`config.mk`:
```
export PLATFORM = sky130hd
export DESIGN_NAME = jk_reg_bank
export DESIGN_NICKNAME = d
export VERILOG_FILES = /design/src/rtl/jk_pkg.sv /design/src/rtl/jk_ff_cell.sv /design/src/rtl/jk_reg_bank.sv
export SDC_FILE = /design/constraint.sdc
export NUM_CORES = 1
export LEC_CHECK = 0
export CAP_MARGIN = 10
export CORE_AREA = 4 4 41 43
export DETAILED_ROUTE_END_ITERATION = 8
export DIE_AREA = 0 0 45 47
export GPL_TIMING_DRIVEN = 0
export MAX_ROUTING_LAYER = met4
export PLACE_DENSITY = 0.76
export SLEW_MARGIN = 20
export SYNTH_ARGS = -nofsm -noshare
export SYNTH_HDL_FRONTEND = slang
export SYNTH_SLANG_ARGS = --single-unit
```
`constraint.sdc`:
```
create_clock -name C -period 1.65 [get_ports C]
set_input_delay 0.165 -clock C [delete_from_list [all_inputs] [get_ports C]]
set_output_delay 0.165 -clock C [all_outputs]
set_load 0.02 [all_outputs]
```
`src/rtl/jk_pkg.sv`:
```
// jk_pkg: mode encoding shared by the JK register bank and its users.
package jk_pkg;

    typedef enum logic [1:0] {
        MODE_JK   = 2'b00,
        MODE_LOAD = 2'b01,
        MODE_UP   = 2'b10,
        MODE_DOWN = 2'b11
    } mode_t;

endpackage

```
`src/rtl/jk_ff_cell.sv`:
```
// jk_ff_cell: one rising-edge JK flip-flop with asynchronous active-high reset to RST_BIT.
module jk_ff_cell (
    input  logic C,
    input  logic RESET,
    input  logic RST_BIT,
    input  logic J,
    input  logic K,
    output logic Q,
    output logic Qb
);

    logic q_q, q_d;

    assign q_d = (J & K) ? ~q_q : J ? 1'b1 : K ? 1'b0 : q_q;

    always_ff @(posedge C or posedge RESET) begin
        if (RESET) q_q <= RST_BIT;
        else       q_q <= q_d;
    end

    assign Q  = q_q;
    assign Qb = ~q_q;

endmodule

```
`src/rtl/jk_reg_bank.sv`:
```
// jk_reg_bank: W-bit JK flip-flop bank acting as JK storage, load register, or up/down counter.
// Define JK_REG_BANK_SAT_EN to make UP/DOWN saturate at their terminal value instead of wrapping.
module jk_reg_bank
    import jk_pkg::*;
#(
    parameter int             W       = 4,
    parameter logic [W-1:0]   RST_VAL = '0
) (
    input  logic         C,
    input  logic         RESET,
    input  logic         EN,
    input  logic [1:0]   MODE,
    input  logic [W-1:0] J,
    input  logic [W-1:0] K,
    input  logic [W-1:0] D,
    output logic [W-1:0] Q,
    output logic [W-1:0] Qb,
    output logic         TC
);

    mode_t        mode;
    logic [W-1:0] all1, all0, tog, jc, kc;
    logic         sat;

    assign mode = mode_t'(MODE);
    assign TC   = (mode == MODE_UP) ? &Q : (mode == MODE_DOWN) ? ~|Q : 1'b0;

`ifdef JK_REG_BANK_SAT_EN
    // TC is exactly the wrap condition of the active count direction
    assign sat = TC;
`else
    assign sat = 1'b0;
`endif

    always_comb begin
        all1 = '1;
        all0 = '1;
        for (int i = 1; i < W; i++) begin
            all1[i] = all1[i-1] & Q[i-1];
            all0[i] = all0[i-1] & ~Q[i-1];
        end
        tog = sat ? '0 : (mode == MODE_UP) ? all1 : all0;
        jc  = !EN ? '0 : (mode == MODE_JK) ? J : (mode == MODE_LOAD) ? D  : tog;
        kc  = !EN ? '0 : (mode == MODE_JK) ? K : (mode == MODE_LOAD) ? ~D : tog;
    end

    for (genvar i = 0; i < W; i++) begin : g_cell
        jk_ff_cell u_cell (
            .C       (C),
            .RESET   (RESET),
            .RST_BIT (RST_VAL[i]),
            .J       (jc[i]),
            .K       (kc[i]),
            .Q       (Q[i]),
            .Qb      (Qb[i])
        );
    end

endmodule
```
==> out/metrics.cfg <==
[logic_synthesis]
synth_edf_count=0
yosys_warnings=0
syn_area_per_cell_um2=7.61
synth_cells=61
synthTopCellsByArea=dfrtp_1 22%, buf_4 15%, inv_1 5.7%, o21ai_0 5.4%, a211oi_1 4.9%
synth-xor-area-share=0.0189
synthArstFlopShare=1.00
synthSimpleGateAreaFrac=0.178
syn_nets=78
synthAdderAreaFrac=0
synth_seq_cells=4
synth_compound_gate_area_share=0.318
syn_area_um2=464
synth_cell_types=28
ys_seq_area_frac=0.216
yosysTopAreaCellShare=0.216
synth_common_cells=9 x buf_4, 7 x inv_1, 5 x o21ai_0
synth_top_family_by_area=compound AO/OA/AOI/OAI gates
synthMuxAreaShare=0.0216
yosysMostFrequentCell=buf_4
synthFlopType=dfrtp_1
synth_largest_area_cell=dfrtp_1

[placed_design]
port_buffers=25
hpwl_um=1020
placedCellCount=101
dpl_cell_area_um2=733
finalWeightedCongestion=0.777

[finish]
area_growth_pct=73.9
nNetsFinal=113
drive_above_1_share=0.266
multi_input_area_um2=253
stdcell_count=109
fillCellCount=129
regArea_um2=101
fin_area_um2=807
n_antenna_cell=0
largest_register_ffs=4

[setup_path]
r2r_start=g_cell[1].u_cell.Q
r2r_setup_slack_ps=190
crit_start=g_cell[3].u_cell.Q
worstSetupEndpoint=TC
r2r_cells=6
worstSetupStartpointType=flop
required_ps=1480
path_class=reg2out
cp_data_arrival_time_ps=1450
cp-end-kind=primary output
cp_max_fo=6
worstReg2RegEnd=g_cell[1].u_cell.Q

[timing]
skew_ps=1.42
setup_tns_ps=0
fin_crit_sh=0.980
rsz0062_at_grt=yes
fmax_ghz=0.618
min_period_ps=1620
finalMaxSlewViolations=0
hold_viol=0
max-slew-margin-rel=0.740
worst_pin_slew_ps=380
setup_violations=0

[die]
die-width_um=45
num_io_pins=26
num_rows=13
die_h_um=47
dieArea_mm2=0.00212
core_mm2=0.00130
start_util=0.357

[route]
final_antenna_net_count=0
drt-vias-per-instance=5.20
drt_iter0_markers=13
wl_per_cell_um=12.1
drc=0
routed_wl_um=1320
dr.pass1.iters=4
vias=567

[global_route]
grt_start_max_net_pins=11
grt_pass1_wl_um=2020
overflow=0
track_usage=0.136
grt_pass1_vias=498
antenna_found_initial=0

[power_and_ir_drop]
leakage_nw=0.367
ir_drop_mv=0.433
power_uw=917
p_per_area_mw_per_mm2=1140

[status]
outcome=finished clean

[clocking]
cts.sinks=4
htreeDepth=1
cts_tree=built
clock_latency_ps=240
cts_inserted_buffers=3
cts_buffer_depth=2
clk_pin_slew_ps=40
cts-root-buf=clkbuf_4

[flow_run]
drv_cap=0

[worst_hold_path]
worstHoldPathType=in2async

[cell usage in the layout, fill, tap and decap left out]
cell type,instances
a211oi_1,3
dfrtp_1,3
nor2_1,4
nand2_1,2
buf_6,3
a21oi_2,1
o21a_1,1
a21boi_0,1
or3_1,1
a2111oi_0,2
a21o_1,1
nor3_1,2
or2_4,1
o21bai_1,1
a32oi_1,1
clkbuf_4,3
dlygate4sd2_1,3
mux2i_1,1
clkdlybuf4s50_1,20
o211ai_1,1
a21oi_1,2
o211ai_2,1
nor3b_1,1
nand3_1,2
inv_1,7
o32ai_1,1
xor2_1,1
nor4_1,1
dfrtp_2,1
buf_4,15
o21ai_0,5
nand4bb_1,1
dlymetal6s2s_1,1
[worst max-delay path: stages, from the launching register on]
cell and delay [ps]:
dfrtp_1 450, inv_1 90, or3_1 390, a21oi_2 140
buf_4 150
[where the power goes]
part / internal (mW) / total (mW) / switching, mW / leakage, nW
combinational: 0.352 / 0.607 / 0.255 / 0.307
clock: 0.0814 / 0.122 / 0.0407 / 0.0138
sequential: 0.135 / 0.188 / 0.0531 / 0.0458
[cell families after synthesis]
family,count (synthesis)
flops,4
xor+xnor,1
simple gates,15
mux,1
compound gates,21
buf+inv,19
[per-layer routing]
layer / up-vias / part of all wire / GRT usage
met3: 5 / 0.053 / 0
li1: 278 / - / -
met4: 0 / 0.029 / 0.105
met5: - / 0 / -
met1: 259 / 0.41 / 0.156
met2: 25 / 0.50 / 0.226
[timing repair]
| action | in CTS | in global routing |
|---|---|---|
| setup endpoints to repair | 3 | 3 |
| hold buffers | 0 | 0 |
| buffers inserted | 0 | 5 |
| resized for setup | 10 | 5 |
[how the worst min path moves through the flow]
stage               depth (start not counted)                  to  startpoint  slack [ps]
finish                                      2  g_cell[0].u_cell.Q       RESET         110
CTS                                         2  g_cell[0].u_cell.Q       RESET         120
detailed placement                          2  g_cell[0].u_cell.Q       RESET         370
global route                                2  g_cell[0].u_cell.Q       RESET         150
global placement                            2  g_cell[0].u_cell.Q       RESET         360
floorplan                                   1  g_cell[0].u_cell.Q       RESET         -70
[metrics by stage]
| step | worst slack, ps | util | hold WS (ps) |
|---|---|---|---|
| floorplan | 238 | - | -68.9 |
| global placement | -467 | 0.563 | 357 |
| detailed placement | -503 | 0.563 | 368 |
| CTS | 5.57 | 0.580 | 122 |
| global route | -23.6 | 0.620 | 148 |
| finish | 32.3 | 0.620 | 110 |
[area by class of cell]
class,count,share of cell area
Sequential cell,4,0.126
Clock buffer,3,0.0279
Timing Repair Buffer,30,0.352
Tap cell,15,0.0233
Inverter,7,0.0326
Buffer,12,0.126
Multi-Input combinational cell,38,0.313
Note: power is estimated with default switching activity, not from simulation.
